===== config.mk =====
export PLATFORM = sky130hd
export DESIGN_NAME = dma_xfer_ctrl
export DESIGN_NICKNAME = d
export VERILOG_FILES = /design/src/rtl/dma_pkg.sv /design/src/rtl/dma_wait_timer.sv /design/src/rtl/dma_xfer_ctrl.sv
export SDC_FILE = /design/constraint.sdc
export NUM_CORES = 1
export LEC_CHECK = 0
export CORE_MARGIN = 3
export CORE_UTILIZATION = 59
export CTS_BUF_LIST = sky130_fd_sc_hd__clkbuf_4 sky130_fd_sc_hd__clkbuf_8
export DETAILED_ROUTE_END_ITERATION = 6
export PLACE_DENSITY = 0.95
export SKIP_CTS_REPAIR_TIMING = 1
export SLEW_MARGIN = 20
export SYNTH_ARGS = -nofsm -noshare
export SYNTH_HDL_FRONTEND = slang
export SYNTH_SLANG_ARGS = --single-unit
export TNS_END_PERCENT = 30

===== constraint.sdc =====
create_clock -name clk -period 3.7 [get_ports clk]
set_clock_uncertainty 0.15 [all_clocks]
set_input_delay 0.74 -clock clk [delete_from_list [all_inputs] [get_ports clk]]
set_output_delay 0.74 -clock clk [all_outputs]
set_load 0.01 [all_outputs]

===== src/rtl/dma_pkg.sv =====
`default_nettype none
// ============================================================================
// Module      : dma_pkg
// Description : Shared types and default sizing for the DMA transfer
//               controller. It holds the controller state encoding and the
//               default values for the length width and the grant-wait
//               limit.
// Revision    : 1.0 - initial release
// ============================================================================
package dma_pkg;

  localparam int DMA_LEN_W_DEFAULT    = 8;
  localparam int DMA_MAX_WAIT_DEFAULT = 16;

  typedef enum logic [1:0] {
    ST_IDLE = 2'd0,
    ST_REQ  = 2'd1,
    ST_XFER = 2'd2,
    ST_DONE = 2'd3
  } dma_state_e;

endpackage
`default_nettype wire


===== src/rtl/dma_wait_timer.sv =====
`default_nettype none
// ============================================================================
// Module      : dma_wait_timer
// Description : Grant-wait counter. It counts the enabled cycles since the
//               last clear. expired is high while the count equals
//               MAX_WAIT-1, and the count saturates there.
// Ports       : clk, reset_n  - clock, asynchronous active-low reset
//               clear         - synchronous clear (has priority over enable)
//               enable        - count this cycle
//               expired       - count has reached MAX_WAIT-1
// Revision    : 1.0 - initial release
// ============================================================================
module dma_wait_timer
  import dma_pkg::*;
#(
  parameter int MAX_WAIT = DMA_MAX_WAIT_DEFAULT
) (
  input  logic clk,
  input  logic reset_n,
  input  logic clear,
  input  logic enable,
  output logic expired
);

  // The legal MAX_WAIT range is 2..255, so 8 bits always suffices.
  localparam logic [7:0] LAST_CNT = 8'(MAX_WAIT - 1);

  logic [7:0] cnt_q;
  logic [7:0] cnt_d;

  always_comb begin
    cnt_d = cnt_q;
    if (clear) begin
      cnt_d = 8'd0;
    end else if (enable && !expired) begin
      cnt_d = cnt_q + 8'd1;
    end
  end

  assign expired = (cnt_q == LAST_CNT);

  always_ff @(posedge clk or negedge reset_n) begin
    if (!reset_n) begin
      cnt_q <= 8'd0;
    end else begin
      cnt_q <= cnt_d;
    end
  end

endmodule
`default_nettype wire


===== src/rtl/dma_xfer_ctrl.sv =====
`default_nettype none
// ============================================================================
// Module      : dma_xfer_ctrl
// Description : Single-channel DMA transfer controller. A go pulse in IDLE
//               requests the bus (REQ). After a grant, the controller moves
//               xfer_len beats gated by data_ready (XFER). It then pulses
//               done (DONE) and returns to IDLE. If the grant does not
//               arrive within MAX_WAIT cycles, the controller pulses
//               timeout_err and returns to IDLE.
// Ports       : clk, reset_n     - clock, asynchronous active-low reset
//               go, xfer_len     - start pulse and beat count
//               dma_gnt          - arbiter grant
//               data_ready       - downstream accepts a beat this cycle
//               dma_req          - bus request
//               data_transfer    - a beat moves this cycle
//               beat_cnt         - beats completed in current transfer
//               busy, done       - activity flag, completion pulse
//               timeout_err      - grant-wait expiry pulse
// Revision    : 1.0 - initial release
// ============================================================================
module dma_xfer_ctrl
  import dma_pkg::*;
#(
  parameter int LEN_W    = DMA_LEN_W_DEFAULT,
  parameter int MAX_WAIT = DMA_MAX_WAIT_DEFAULT
) (
  input  logic             clk,
  input  logic             reset_n,
  input  logic             go,
  input  logic [LEN_W-1:0] xfer_len,
  input  logic             dma_gnt,
  input  logic             data_ready,
  output logic             dma_req,
  output logic             data_transfer,
  output logic [LEN_W-1:0] beat_cnt,
  output logic             busy,
  output logic             done,
  output logic             timeout_err
);

  dma_state_e       state_q, state_d;
  logic [LEN_W-1:0] len_q, len_d;
  logic [LEN_W-1:0] beat_cnt_q, beat_cnt_d;
  logic             timeout_q, timeout_d;

  logic             timer_clear;
  logic             timer_enable;
  logic             timer_expired;

  // Holding the timer clear through IDLE means it always starts REQ at zero.
  assign timer_clear  = (state_q == ST_IDLE);
  assign timer_enable = (state_q == ST_REQ) && !dma_gnt;

  dma_wait_timer #(
    .MAX_WAIT (MAX_WAIT)
  ) u_wait_timer (
    .clk     (clk),
    .reset_n (reset_n),
    .clear   (timer_clear),
    .enable  (timer_enable),
    .expired (timer_expired)
  );

  always_comb begin
    state_d    = state_q;
    len_d      = len_q;
    beat_cnt_d = beat_cnt_q;
    timeout_d  = 1'b0;
    case (state_q)
      ST_IDLE: begin
        if (go) begin
          beat_cnt_d = '0;
          if (xfer_len != '0) begin
            len_d   = xfer_len;
            state_d = ST_REQ;
          end else begin
            state_d = ST_DONE;
          end
        end
      end
      ST_REQ: begin
        // A grant in the expiry cycle takes precedence over the timeout.
        if (dma_gnt) begin
          state_d = ST_XFER;
        end else if (timer_expired) begin
          state_d   = ST_IDLE;
          timeout_d = 1'b1;
        end
      end
      ST_XFER: begin
        if (data_ready) begin
          beat_cnt_d = beat_cnt_q + LEN_W'(1);
          // The last beat leaves XFER, so the count stops at len_q.
          if (beat_cnt_q == len_q - LEN_W'(1)) begin
            state_d = ST_DONE;
          end
        end
      end
      ST_DONE: begin
        state_d = ST_IDLE;
      end
      default: begin
        state_d = ST_IDLE;
      end
    endcase
  end

  always_ff @(posedge clk or negedge reset_n) begin
    if (!reset_n) begin
      state_q    <= ST_IDLE;
      len_q      <= '0;
      beat_cnt_q <= '0;
      timeout_q  <= 1'b0;
    end else begin
      state_q    <= state_d;
      len_q      <= len_d;
      beat_cnt_q <= beat_cnt_d;
      timeout_q  <= timeout_d;
    end
  end

  // Control outputs come from registered state only. data_transfer is the
  // single combinational path, from data_ready, and only while in XFER.
  assign dma_req       = (state_q == ST_REQ) || (state_q == ST_XFER);
  assign busy          = (state_q != ST_IDLE);
  assign done          = (state_q == ST_DONE);
  assign timeout_err   = timeout_q;
  assign beat_cnt      = beat_cnt_q;
  assign data_transfer = (state_q == ST_XFER) && data_ready;

endmodule
`default_nettype wire


Word level (Yosys, flattened, before mapping)
Cells that the tools add are included.

Input port bits: 13. Word-level logic and storage cells: 46. Bits in registers: 27.

Equality and inequality tests: 9. Reduce and logical (&&, ||, !) cells: 14. Mux-type cells: 15. Add/subtract/negate cells: 3.

Operator list (number): two-way mux 8 bit (4); adder 8 x 1 -> 8 bit (second input constant) (2); one-hot mux 8 bit (2 select lines) (1); two-way mux 2 bit (6); equality test 8 x 4 -> 1 bit (second input constant) (1); equality test 8 bit (1); one-hot mux 2 bit (4 select lines) (1); nonzero test 8 bit (1); subtractor 8 x 1 -> 8 bit (second input constant) (1); != test 2 bit (second input constant) (3); AND reduction 3 bit (2); nonzero test 2 bit (3); equality test 2 bit (second input constant) (2); AND reduction 4 bit (1); logical AND 1 bit (3); two-way mux 1 bit (3); != test 3 x 2 -> 1 bit (second input constant) (1); equality test 2 x 1 -> 1 bit (second input constant) (1); logical NOT 1 bit (2); logical NOT 2 bit (1); logical OR 1 bit (1).

Longest topological paths before layout
Gate-level depths: netlist of run 1.

Depth after elaboration: 5. Mapped depth: 8. Depth with buffers taken out: 8.

Hierarchy
Synthesis of run 1 repeated with hierarchy kept, for this count alone.

Cells, all modules: 173. Area total of the unflattened synthesis: 1654.1 µm².

Modules (own cells, without submodules): dma_xfer_ctrl (times used 1, seq. area each 475.5 µm², area an instance 1212.4 µm², cells each 130); dma_wait_timer (times used 1, seq. area each 200.2 µm², area an instance 441.7 µm², cells each 43).

Worst setup path before layout of run 1
OpenSTA, ideal clock, no wires.

Path type: register to output. From: reg state_q[0]. To: out data_transfer. Cell stages (with the launch flop): 5. Path buffers: 1. Slack: 1.693 ns. Arrival time: 1.117 ns. Required time: 2.810 ns. Path through: dfrtp_1 > inv_1 > ha_1 > clkbuf_1 > and2_1.

Cells in the longest elaborated chain, start to end: 2.

RTL lines: from (decl) (line dma_xfer_ctrl.sv:41) `dma_state_e state_q, state_d;`; from (signal assigned) (line dma_xfer_ctrl.sv:115) `state_q <= state_d;`; equality test 2 bit (line dma_xfer_ctrl.sv:129) `assign data_transfer = (state_q == ST_XFER) && data_ready;`; logical AND 1 bit (line dma_xfer_ctrl.sv:129); to (decl) (line dma_xfer_ctrl.sv:34) `output logic data_transfer,`.

Every way passes these cells.

Worst setup path in the final report of run 1
From: reg state_q[0]. To: out busy.

Cells in the longest elaborated chain, start to end: 1.

RTL lines: nonzero test 2 bit (line dma_xfer_ctrl.sv:125) `assign busy = (state_q != ST_IDLE);`; to (decl) (line dma_xfer_ctrl.sv:36) `output logic busy,`.

Every way passes these cells.

==> flow_summary.toml, run 1 <==
[run_status]
outcome = "completed"

[sta]
slew_viol_final = 0
fin_crit_sh_pct = 80.3
fmaxAchievable_ghz = 0.336
worstMarginPinSlew_ns = 0.630
grt_setup_unrepaired = "false"
setup_viol = 0
setup-tns-final_ns = 0
hold_slack_ns = 0.389
finalWorstSetupSlack_ns = 0.728
fin_crit_ns = 2.97
maxSlewHeadroom_pct = 57.8
hold_viol_final = 0

[clocking]
cts_buffer_depth = 2
clk_pin_slew_ns = 0.14
cts_inserted_buffers = 3
tritoncts = "yes"
htreeDepth = 1
cts_sinks = 27
cts_root_buf = "clkbuf_4"
clock_latency_ns = 0.33

[cells_and_area]
seqCellArea_um2 = 676
multi_input_area_um2 = 903
drive_above_1_share_pct = 8.67
finalInstanceArea_um2 = 1950
final_cell_count_no_fill = 226
n_antenna_cell = 0
syn2layout_area_growth_pct = 19.5
fillers = 172
fin_nets = 217

[logic_synthesis]
synth_top_area_cell = "dfrtp_1"
synth.yosys.seq_area_share_pct = 41.4
ys.flop_type = "dfrtp_1"
yosysWarningCount = 0
synth_common_cells = "27 x dfrtp_1, 17 x nor2_1, 14 x nand2_1"
ys_ff_latch = 27
synth_area_leaders = "dfrtp_1 41%, ha_1 5.4%, xnor2_1 5.4%, xor2_1 5.4%, nor2_1 3.9%"
synthDistinctLibCells = 42
async_reset_ff_share_pct = 100
netlist.area_leader.share_pct = 41.4
postSynthAreaPerCell_um2 = 9.70
synthCells = 168
yosysMostFrequentCell = "dfrtp_1"
syn_nets = 188
netlist_area_um2 = 1630
synth_edf_count = 0

[placed_design]
dp_hpwl_mm = 2.70
port_buffers = 25
dp_slack_ns = 0.836
placed_cells = 222
placed_cell_area_um2 = 1920
gp_congestion = 0.859

[detailed_routing]
first_pass_iters = 4
wl_per_cell_um = 15.7
drt-total-wl_mm = 3.55
vias = 1402
first_iter_violations = 90
vias_per_cell = 6.20
ant_nets = 0
route.detailed.drc = 0

[power_and_ir_drop]
leakage_nw = 0.829
max-vdd-ir-drop_mv = 0.460
p_per_area_nw_per_um2 = 676

[global_route]
first_global_vias = 1413
grt.overflow.total = 0
groute.usage.overall_pct = 23.9
grt_pass1_wl_mm = 6.22
grt_max_degree = 28
antenna_found_initial = 0

[worst_hold_path]
holdCritPathClass = "reg2reg"

[die]
fp.dieH_um = 58.6
start_util_pct = 64.1
fp-row-count = 18
die_w_um = 58.6
ios = 26
die-area_um2 = 3430
coreArea_um2 = 2540

[critical_path]
cp_max_fo = 14
worstSetupPathType = "reg2out"
arrival_ns = 2.08
cp-start-kind = "flip-flop"
cp-end-kind = "output pin"
cp.required_ns = 2.81

[job]
maxCapViolCount = 0
[kinds of logic (layout without fill, tap and decap cells)]
kind of cell             after synthesis  in the layout  share of synthesized area, %
AND/OR/NAND/NOR                       68             68                          22.5
AO/OA/AOI/OAI                         29             29                          12.0
flip-flops                            27             27                          41.4
XOR/XNOR                              20             20                          10.7
buffers and inverters                 10             38                          3.15
adder cells (fa/ha/maj)                7              7                          5.37
multiplexers                           7              7                          4.76
[metrics by stage]
stage	util, %	power, mW
after floorplan	-	0.952
after global placement	75.4	1.13
after detailed placement	75.4	1.17
after CTS	76.5	1.32
after global routing	76.5	1.42
final	76.5	1.32
[power breakdown]
part | internal [mW] | total (mW) | switching [mW]
Sequential | 0.379 | 0.508 | 0.129
Combinational | 0.332 | 0.671 | 0.339
Clock | 0.0496 | 0.136 | 0.0868
[layout make-up]
type                       instances  share of cell area [%]
inverter                           8                    2.25
tap                               30                    1.93
clock buffer                       4                    1.54
sequential                        27                    34.7
timing repair buffer              26                    13.2
multi-input combinational        131                    46.4
[layer usage]
layer	up-vias	wire, um	part of all wire (%)	GRT usage (%)
met1	668	1450	41	30.1
met5	-	0	0	0
met3	14	269	7.6	5.04
met4	0	83	2.3	10.6
li1	651	-	-	-
met2	69	1750	49	39.2
[path summary, 6_finish.rpt]
check                      slack [ns]  depth (start not counted)           to        from
max                              0.73                          4         busy  state_q[0]
min                              0.39                          1     len_q[6]    len_q[6]
max reg2reg                      1.22                          7  beat_cnt[5]  state_q[0]
min reg2reg                      0.39                          1     len_q[6]    len_q[6]
max in group asynchronous        2.53                          2  beat_cnt[7]     reset_n
min in group asynchronous        0.61                          2  beat_cnt[1]     reset_n
[critical path: stages (launching register included)]
cell and delay, ns:
dfrtp_1 0.46, inv_1 0.12, ha_1 0.49, inv_1 0.16, clkdlybuf4s50_1 0.52
[cell usage in the layout, fill, tap and decap left out, drive strengths merged, types with 2 or more instances in the layout]
cell type / count
a21oi: 10
a31oi: 2
and2: 2
and3: 4
clkbuf: 4
clkdlybuf4s50: 25
dfrtp: 27
ha: 7
inv: 7
mux2: 6
nand2: 14
nand2b: 4
nand3: 6
nand3b: 2
nand4: 3
nor2: 18
nor3: 5
nor4: 4
o2111ai: 2
o21ai: 7
or3: 4
xnor2: 10
xor2: 10
[registers in the layout, indices dropped and copies added (netlist names)]
register and cells:
beat_cnt 8, len_q 8, u_wait_timer.cnt_q 8, state_q 2, timeout_err 1
No activity file was read; power rests on OpenSTA's default activity.
==> run 2: changes to the inputs <==
--- a/config.mk
+++ b/config.mk
@@ -6,10 +6,10 @@
 export NUM_CORES = 1
 export LEC_CHECK = 0
 export CORE_MARGIN = 3
-export CORE_UTILIZATION = 59
+export CORE_UTILIZATION = 55
 export CTS_BUF_LIST = sky130_fd_sc_hd__clkbuf_4 sky130_fd_sc_hd__clkbuf_8
 export DETAILED_ROUTE_END_ITERATION = 6
-export PLACE_DENSITY = 0.95
+export PLACE_DENSITY = 0.9
 export SKIP_CTS_REPAIR_TIMING = 1
 export SLEW_MARGIN = 20
 export SYNTH_ARGS = -nofsm -noshare
==> constraint.sdc (replaced) <==
create_clock -name clk -period 2.8 [get_ports clk]
set_clock_uncertainty 0.15 [all_clocks]
set_input_delay 0.56 -clock clk [delete_from_list [all_inputs] [get_ports clk]]
set_output_delay 0.56 -clock clk [all_outputs]
set_load 0.01 [all_outputs]
==> run 2 against run 1 <==
Effect of this change: design area rose by 0.96%; non-clock buffer count rose by 2; worst setup slack got worse by 0.54 ns; core utilization fell by 5.8 points; critical path depth did not move; global-route usage fell by 1.6 points; total power rose by 36%.
==> flow_summary.toml, run 2 (same netlist as run 1, synthesis figures left out) <==
[global_route]
first_global_vias = 1390
grt_pass1_wl_mm = 6.10
grt.overflow.total = 0
antenna_found_initial = 0
groute.usage.overall_pct = 22.2
grt_max_degree = 28

[cells_and_area]
syn2layout_area_growth_pct = 20.6
mostFrequentLayoutCells = "27 x dfrtp_1, 25 x clkdlybuf4s50_1, 17 x nor2_1"
drive_above_1_share_pct = 10.1
multi_input_area_um2 = 906
final_common_cell = "dfrtp_1"
n_antenna_cell = 0
post-route-util_pct = 70.7
fin_nets = 219
fillers = 213
seqCellArea_um2 = 676

[critical_path]
slowest_delay_ns = 0.53
arrival_ns = 1.90
worstSetupPathType = "reg2out"
crit_buf_inv = 2
cp.required_ns = 2.09
slowest_stage = "clkdlybuf4s50_1"
cp_max_fo = 12
cp-start-kind = "flip-flop"
cp-end-kind = "output pin"
path_cells = "inv_1 > ha_2 > and2_1 > clkdlybuf4s50_1"
crit_family = "buffers and inverters"

[sta]
setup-tns-final_ns = 0
worstMarginPinSlew_ns = 0.477
fmaxAchievable_ghz = 0.383
fin_crit_sh_pct = 93.2
fin_crit_ns = 2.61
slew_viol_final = 0
hold_viol_final = 0
setup_viol = 0
maxSlewHeadroom_pct = 67.9
grt_setup_unrepaired = "false"

[clocking]
cts_inserted_buffers = 3
htreeDepth = 1
clk_pin_slew_ns = 0.14
tritoncts = "yes"
cts_root_buf = "clkbuf_4"
cts_sinks = 27
cts_buffer_depth = 2
clock_latency_ns = 0.33

[detailed_routing]
vias_per_cell = 6.20
wl_per_cell_um = 16.7
vias = 1420
first_pass_iters = 4
first_iter_violations = 66
drt-total-wl_mm = 3.82
route.detailed.drc = 0
ant_nets = 0

[die]
die-area_um2 = 3650
start_util_pct = 58.6
fp-row-count = 19
fp.dieH_um = 60.4
die_w_um = 60.4
ios = 26
coreArea_um2 = 2780

[worst_hold_path]
holdCritPathClass = "in2async"

[power_and_ir_drop]
max-vdd-ir-drop_mv = 0.759
p_per_area_nw_per_um2 = 907
leakage_nw = 0.837

[placed_design]
gp_congestion = 0.772
port_buffers = 25
dp_hpwl_mm = 2.94

[run_status]
outcome = "completed"

[job]
maxCapViolCount = 0
==> run 2: final cells by class <==
class | instances | share of cell area, %
Clock buffer | 4 | 1.53
Sequential cell | 27 | 34.4
Inverter | 8 | 2.23
Tap cell | 31 | 1.97
Multi-Input combinational cell | 131 | 46.1
Timing Repair Buffer | 28 | 13.9
==> run 2: metal layers <==
layer	global-route usage [%]	vias up	part of all wire (%)
li1	-	658	-
met1	27.9	675	42
met2	37.2	64	49
met3	4.89	23	4.8
met4	9.29	0	3.5
met5	0	-	0
==> run 2: metrics by stage <==
step	power (mW)	setup WS, ns	std cells	hold WS, ns	area (um^2)
global route	1.90	0.0970	229	0.442	1970
floorplan	1.26	0.872	168	0.114	1630
finish	1.78	0.191	229	0.416	1970
detailed placement	1.59	0.304	225	0.398	1930
global placement	1.51	0.319	225	0.346	1930
CTS	1.78	0.0837	229	0.419	1960
==> run 2: worst reg2reg max path, stage by stage, from the launching register on <==
cell and delay (ns):
dfrtp_1 0.46, inv_1 0.10, ha_1 0.31, nand2b_1 0.13, o211a_1 0.23, o31a_1 0.25
nor3_2 0.20, o221a_1 0.23, nand3_1 0.10
==> run 2: final timing paths <==
path,cells past startpoint,from,to,slack [ns]
setup / recovery,4,state_q[0],data_transfer,0.19
hold / removal,2,reset_n,beat_cnt[7],0.42
setup reg to reg,8,len_q[0],state_q[1],0.53
hold reg to reg,2,u_wait_timer.cnt_q[1],u_wait_timer.cnt_q[1],0.42
max in group asynchronous,2,reset_n,len_q[0],1.82
min in group clk,2,u_wait_timer.cnt_q[1],u_wait_timer.cnt_q[1],0.42
==> run 2: report_power, final <==
| group | switching, mW | total [mW] | internal (mW) | leakage (nW) |
|---|---|---|---|---|
| logic | 0.467 | 0.921 | 0.453 | 0.464 |
| registers | 0.183 | 0.684 | 0.501 | 0.355 |
| clock network | 0.113 | 0.179 | 0.0656 | 0.0184 |
| total | 0.764 | 1.78 | 1.02 | 0.837 |
